[src/rtl/sprite_palette_bank.sv]
// rtl/sprite_palette_bank.sv - run-time writable multi-palette sprite colour lookup, 1-cycle registered output
// Optional damage-flash effect built only when PALETTE_FLASH_EN is defined.
module sprite_palette_bank #(
  parameter int IDX_W        = 3,
  parameter int NUM_PAL      = 4,
  parameter int COLOR_W      = 4,
  parameter int FLASH_FRAMES = 16,
  localparam int PAL_W       = (NUM_PAL > 1) ? $clog2(NUM_PAL) : 1
) (
  input  logic                 Clk,
  input  logic                 Reset_n,
  input  logic                 pix_valid,
  input  logic [PAL_W-1:0]     pal_sel,
  input  logic [IDX_W-1:0]     index,
  input  logic                 wr_en,
  input  logic [PAL_W-1:0]     wr_pal,
  input  logic [IDX_W-1:0]     wr_idx,
  input  logic [3*COLOR_W-1:0] wr_data,
  input  logic                 frame_start,
  input  logic                 flash_trig,
  output logic [COLOR_W-1:0]   red,
  output logic [COLOR_W-1:0]   green,
  output logic [COLOR_W-1:0]   blue,
  output logic                 out_valid,
  output logic                 transparent,
  output logic                 flash_active
);

  localparam int DEPTH = 1 << IDX_W;
  localparam int DW    = 3 * COLOR_W;
  localparam logic [PAL_W:0] NUM_PAL_L = (PAL_W + 1)'(NUM_PAL);
  localparam logic [7:0]     FLASH_LOAD = 8'(FLASH_FRAMES);

  // Map a 4-bit reference nibble onto COLOR_W bits, MSB-aligned.
  function automatic logic [COLOR_W-1:0] widen(input logic [3:0] n);
    logic [COLOR_W-1:0] c;
    c = '0;
    for (int b = 0; b < 4; b++) begin
      if (COLOR_W - 1 - b >= 0) c[COLOR_W-1-b] = n[3-b];
    end
    return c;
  endfunction

  function automatic logic [DW-1:0] default_entry(input int i);
    logic [11:0] n;
    case (i)
      0:       n = 12'h0E1;
      1:       n = 12'h050;
      2:       n = 12'hC20;
      3:       n = 12'hD98;
      4:       n = 12'h754;
      5:       n = 12'h000;
      6:       n = 12'h610;
      7:       n = 12'h0A0;
      default: n = 12'h000;
    endcase
    return {widen(n[11:8]), widen(n[7:4]), widen(n[3:0])};
  endfunction

  logic [DW-1:0]    mem [NUM_PAL][DEPTH];
  logic             wr_ok;
  logic [PAL_W-1:0] rd_pal;
  logic [DW-1:0]    rd_entry;
  logic             white_en;

  assign wr_ok    = wr_en && ({1'b0, wr_pal} < NUM_PAL_L);
  assign rd_pal   = ({1'b0, pal_sel} < NUM_PAL_L) ? pal_sel : '0;
  assign rd_entry = mem[rd_pal][index];

  always_ff @(posedge Clk or negedge Reset_n) begin
    if (!Reset_n) begin
      for (int p = 0; p < NUM_PAL; p++) begin
        for (int i = 0; i < DEPTH; i++) begin
          mem[p][i] <= default_entry(i);
        end
      end
    end else if (wr_ok) begin
      mem[wr_pal][wr_idx] <= wr_data;
    end
  end

  // Lookup reads the array before this edge's write lands, giving read-before-write.
  always_ff @(posedge Clk or negedge Reset_n) begin
    if (!Reset_n) begin
      red         <= '0;
      green       <= '0;
      blue        <= '0;
      out_valid   <= 1'b0;
      transparent <= 1'b0;
    end else begin
      out_valid <= pix_valid;
      if (pix_valid) begin
        transparent <= (index == '0);
        if (white_en && (index != '0)) begin
          {red, green, blue} <= '1;
        end else begin
          {red, green, blue} <= rd_entry;
        end
      end
    end
  end

`ifdef PALETTE_FLASH_EN
  typedef enum logic {IDLE, FLASH} state_t;

  state_t     state, state_n;
  logic [7:0] fcnt, fcnt_n;
  logic       phase, phase_n;

  always_ff @(posedge Clk or negedge Reset_n) begin
    if (!Reset_n) begin
      state <= IDLE;
      fcnt  <= 8'd0;
      phase <= 1'b0;
    end else begin
      state <= state_n;
      fcnt  <= fcnt_n;
      phase <= phase_n;
    end
  end

  // A trigger always reloads, even on a frame boundary.
  always_comb begin
    state_n = state;
    fcnt_n  = fcnt;
    phase_n = phase;
    if (flash_trig) begin
      state_n = FLASH;
      fcnt_n  = FLASH_LOAD;
      phase_n = 1'b1;
    end else if ((state == FLASH) && frame_start) begin
      if (fcnt == 8'd1) begin
        state_n = IDLE;
        fcnt_n  = 8'd0;
        phase_n = 1'b0;
      end else begin
        fcnt_n  = fcnt - 8'd1;
        phase_n = ~phase;
      end
    end
  end

  assign flash_active = (state == FLASH);
  assign white_en     = phase;
`else
  logic unused_flash;

  assign unused_flash = ^{frame_start, flash_trig, FLASH_LOAD};
  assign flash_active = 1'b0;
  assign white_en     = 1'b0;
`endif

endmodule

[config.mk]
export PLATFORM = sky130hd
export DESIGN_NAME = sprite_palette_bank
export DESIGN_NICKNAME = d
export VERILOG_FILES = /design/src/rtl/sprite_palette_bank.sv
export SDC_FILE = /design/constraint.sdc
export NUM_CORES = 1
export LEC_CHECK = 0
export ABC_AREA = 0
export CORE_ASPECT_RATIO = 1.1
export CORE_UTILIZATION = 29
export DETAILED_ROUTE_END_ITERATION = 8
export MAX_ROUTING_LAYER = met4
export PLACE_DENSITY = 0.42
export SLEW_MARGIN = 20
export SYNTH_ARGS = -nofsm -noshare
export SYNTH_HDL_FRONTEND = slang
export SYNTH_SLANG_ARGS = --single-unit
[constraint.sdc]
create_clock -name Clk -period 2 [get_ports Clk]
set_clock_uncertainty 0.05 [all_clocks]
set_input_delay 0.2 -clock Clk [delete_from_list [all_inputs] [get_ports Clk]]
set_output_delay 0.2 -clock Clk [all_outputs]
set_load 0.01 [all_outputs]
After elaboration in Yosys (flattened, before gate mapping):

Cells that the tools add are included.

* bits in registers: 398
* input port bits: 28
* output and inout bits: 15
* logic and storage cells: 61

* magnitude comparators: 6
* multiplexer cells: 11
* bitwise gates (word level): 4
* reductions and logical operators: 3

Operators by type and width (count)
* $bwmux W384: 1
* $mux W96: 3
* $bmux W96 S2: 1
* $demux W96 S2: 1
* $bmux W12 S3: 1
* $demux W12 S3: 1
* $mux W12: 3
* $ge A4 B4 Y1 const B: 2
* $not A3 Y4: 2
* $ge A3 B3 Y1 const B: 2
* $not A2 Y3: 2
* $lt A4 B1 Y1 const B: 1
* $logic_not A3 Y1: 1
* $lt A3 B1 Y1 const B: 1
* $logic_and A1 B1 Y1: 2

Depth between registers and ports, before layout:

* depth after elaboration: 8
* gate-level depth with buffers: 8
* mapped depth without buffers: 4

Worst setup path before layout:

Ideal clock, no wire load.

* kind: in2reg
* start: input pal_sel[1]
* end: register green[0]
* setup time: 140 ps
* arrival: 1667 ps
* data required time: 1810 ps
* path slack: 143 ps
* stages: 6
* path buffers: 2
* cell sequence: buf_6 -> buf_12 -> mux4_1 -> mux2_2 -> a2111oi_0 -> a211oi_1

* cells in the longest elaborated chain, start to end: 7

RTL lines
* from (decl): RTL line 13 `input logic [PAL_W-1:0] pal_sel,`
* $not A2 Y3 (implied by the code): RTL line 68 `assign rd_entry = mem[rd_pal][index];`
* $bmux W96 S2: RTL line 68
* $mux W96 (implied by the code) (2 in series): RTL line 68
* $bmux W12 S3: RTL line 68
* $mux W12 (implied by the code) (2 in series): RTL line 68
* to (signal assigned): RTL line 97 `{red, green, blue} <= rd_entry;`
* to (decl): RTL line 22 `output logic [COLOR_W-1:0] green,`

Every way passes these cells. The select of a mux whose other input is x is not followed.
A chain may end at the register's enable or synchronous reset.

Worst setup path after layout:

* start: register mem[6] (netlist bit)
* end: register green[2]

* cells in the longest elaborated chain, start to end: 6

RTL lines
* from (decl): RTL line 60 `logic [DW-1:0] mem [NUM_PAL][DEPTH];`
* from (signal, indexed assignment): RTL line 74 `mem[p][i] <= default_entry(i);`
* from (signal, indexed assignment): RTL line 78 `mem[wr_pal][wr_idx] <= wr_data;`
* $bmux W96 S2: RTL line 68
* $mux W96 (implied by the code) (2 in series): RTL line 68
* $bmux W12 S3: RTL line 68
* $mux W12 (implied by the code) (2 in series): RTL line 68

Every way passes these cells. The select of a mux whose other input is x is not followed.

==> summary.md <==
| Metric | Value |
|---|---|
| Area Growth Syn to Fin | `22.0%` |
| Logic gate share of total power | `0.162` |
| Register bit total from synthesis | `398` |
| Slowest CP cell | `mux4_2` |
| Slew HR | `0.488` |
| Final Setup Violations | `0` |
| Max-cap violation count | `0` |
| Commonest non-fill, non-tap cells in the layout | `mux2_2, dfrtp_1, dfstp_2` |
| Place WS | `-615 ps` |
| CP max FO | `2` |
| Clock Path Buffers | `3` |
| Worst Tran Pin Value | `766 ps` |
| Critical Path, Cell by Cell | `mux4_2 -> mux2_2 -> a2111oi_1 -> buf_4 -> a211oi_1` |
| Mapped Cells | `1201` |
| Synthesized area | `0.0183 mm2` |
| Worst skew pair latency | `600 ps` |
| CP arrival | `2380 ps` |
| Tcrit/Tclk final | `0.992` |
| Synth warn | `0` |
| Type of the worst setup path | `flip-flop to flip-flop` |
| Vias per cell | `4.78` |
| DR WL/cell | `22.7 um` |
| Clock transition at path regs | `60 ps` |
| Max-slew violations | `0` |
| Die Ht | `265 um` |
| Outcome | `finished, final reports clean` |
| Post-place instance area | `0.0206 mm2` |
| Top_reg_cell synth | `dfrtp_1` |
| Number of synthesized flops with an enable pin | `0` |
| Reg power frac | `0.464` |
| Cell area after layout | `0.0223 mm2` |
| P per Cell Area | `1030 mW/mm2` |
| Syn nets | `1229` |
| Nets | `1338` |
| Initial DRC Count | `439` |
| Ys async rst share | `1.00` |
| CTS Buf Count | `47` |
| Via Count | `10400` |
| Seq/Total Area, Yosys | `0.552` |
| IO Pins | `43` |
| Layout cell share with drive strength beyond 1 | `0.585` |
| Count of input and output buffers | `39` |
| Clk sinks | `398` |
| Largest net degree at the start of global routing | `69` |
| H-tree depth | `2` |
| Leakage power | `9.54 nW` |
| Vias in the first global route | `11500` |
| Synthesized area per cell | `15.2 um2` |
| Row Count | `96` |
| Root buffer cell | `clkbuf_16` |
| Crit path capture type | `flip-flop` |
| Commonest non-fill, non-tap cell in the layout | `mux2_2` |
| DRT antenna net count | `0` |
| Worst Hold Class | `input pin to async pin` |
| Hold Fails Final Rpt | `0` |
| Crit path launch type | `flip-flop` |
| Die area | `0.0640 mm2` |
| CP peak stage delay | `460 ps` |
| Sw frac | `0.252` |
| Post-synth cell types | `38` |
| Peak VDD IR | `604 uV` |
| Tmin final | `1980 ps` |
| Unrepaired setup endpoints after global routing | `true` |
| Core Area | `0.0623 mm2` |
| Die W | `241 um` |
| Clock group share of total power | `0.375` |
| PnR worst setup slack | `16.7 ps` |
| HPWL Detailed | `32600 um` |
| DR pass1 iterations | `4` |
| Internal power | `17.2 mW` |
| Req. time, crit path | `2400 ps` |
| Max Clk Rate | `504 MHz` |
| Initial antenna violation count | `0` |
| Placer Congestion | `0.765` |
| Starting Density | `0.293` |
| GR Overflow Total | `0` |
| Global-route usage over all layers | `0.167` |
| Worst hold slack | `91.1 ps` |
| # DRC | `0` |
| First-pass GRT wire length | `77100 um` |
| Final Routed Wirelength | `49400 um` |
| Sw Pwr | `5.79 mW` |
| CTS tree | `built` |
per-stage QoR:
stage | TNS [ps] | util | instances | total power, mW
floorplan | 0 | - | 1201 | 13.0
global placement | -35900 | 0.330 | 2094 | 14.4
detailed placement | -35440 | 0.330 | 2094 | 14.5
CTS | -58.7 | 0.356 | 2181 | 23.3
global route | -74.4 | 0.357 | 2180 | 24.2
finish | 0 | 0.357 | 2181 | 23.0
path summary, 6_finish.rpt:
kind                            cells after the start           to     start  slack, ps
worst min register to register                      1     mem[279]  mem[279]        450
min in group Clk                                    4  transparent  index[0]        250
max in group asynchronous                           3     mem[358]   Reset_n       1010
worst max register to register                      5     green[2]    mem[6]         20
worst max-delay path                                5     green[2]    mem[6]         20
worst min-delay path                                2     mem[173]   Reset_n         90
final cells by class:
type	count	area (um2)
well taps	833	1040
diodes	1	2.50
repair buffers	167	1830
fillers	5927	40100
clock inverters	12	144
clock buffers	74	1410
inverters	1	3.75
flip-flops and latches	398	10100
multi-input cells	695	7770
metal layers:
layer  GRT usage  wire (um)  share of wire
met2       0.266      24200           0.49
met5           -          0              0
met1       0.225      23100           0.47
met4      0.0383        916          0.019
met3      0.0221       1200          0.024
synth_stat cells (all sizes together) (3+ instances only):
library cell / number / area (um2)
mux2: 408 / 4590
nor3: 3 / 15.0
a211oi: 21 / 158
nor2: 30 / 113
a2111oi: 9 / 78.8
or3b: 4 / 35.0
mux2i: 68 / 681
a221oi: 3 / 26.3
dfrtp: 294 / 7360
o221ai: 4 / 35.0
nand2: 30 / 113
dfstp: 104 / 2730
nand3b: 5 / 37.5
nor3b: 4 / 30.0
clkbuf: 67 / 262
buf: 39 / 287
o22ai: 30 / 188
mux4: 62 / 1420
worst max-delay path, delay by kind of cell (launching register included):
family,cells,cell delay [ps]
compound gates,2,470
buf+inv,1,180
mux,2,790
flops,1,370
power groups by stage:
stage               clock network (mW)  logic (mW)  registers, mW
floorplan                            0        2.52           10.5
global placement                     0        3.61           10.8
detailed placement                   0        3.69           10.8
CTS                               8.91        3.74           10.7
global route                      9.26        4.04           10.9
finish                            8.61        3.71           10.7
sequential cells by signal (all words and copies together), names as in the netlist:
name and count:
mem 384, green 4, out_valid 1, transparent 1, blue 4, red 4
logic make-up (layout without fill, tap and decap cells):
| kind of cell | after synthesis | in the layout | share of synthesized area |
|---|---|---|---|
| DFF | 398 | 398 | 0.552 |
| and+or+nand+nor | 87 | 87 | 0.0225 |
| muxes | 538 | 538 | 0.367 |
| other | 1 | 2 | 0.000205 |
| buffers and inverters | 108 | 254 | 0.0307 |
| AOI/OAI and AO/OA | 69 | 69 | 0.0273 |
repair_timing:
item / 4_1_cts / 5_1_grt
endpoints found under the hold margin: 304 / 0
setup buffers: 0 / 0
hold buffers: 1 / 0
pin swaps: 1 / 1
resized for setup: 14 / 18
endpoints found under the setup margin: 8 / 9
Power figures use the tool's default switching activity.
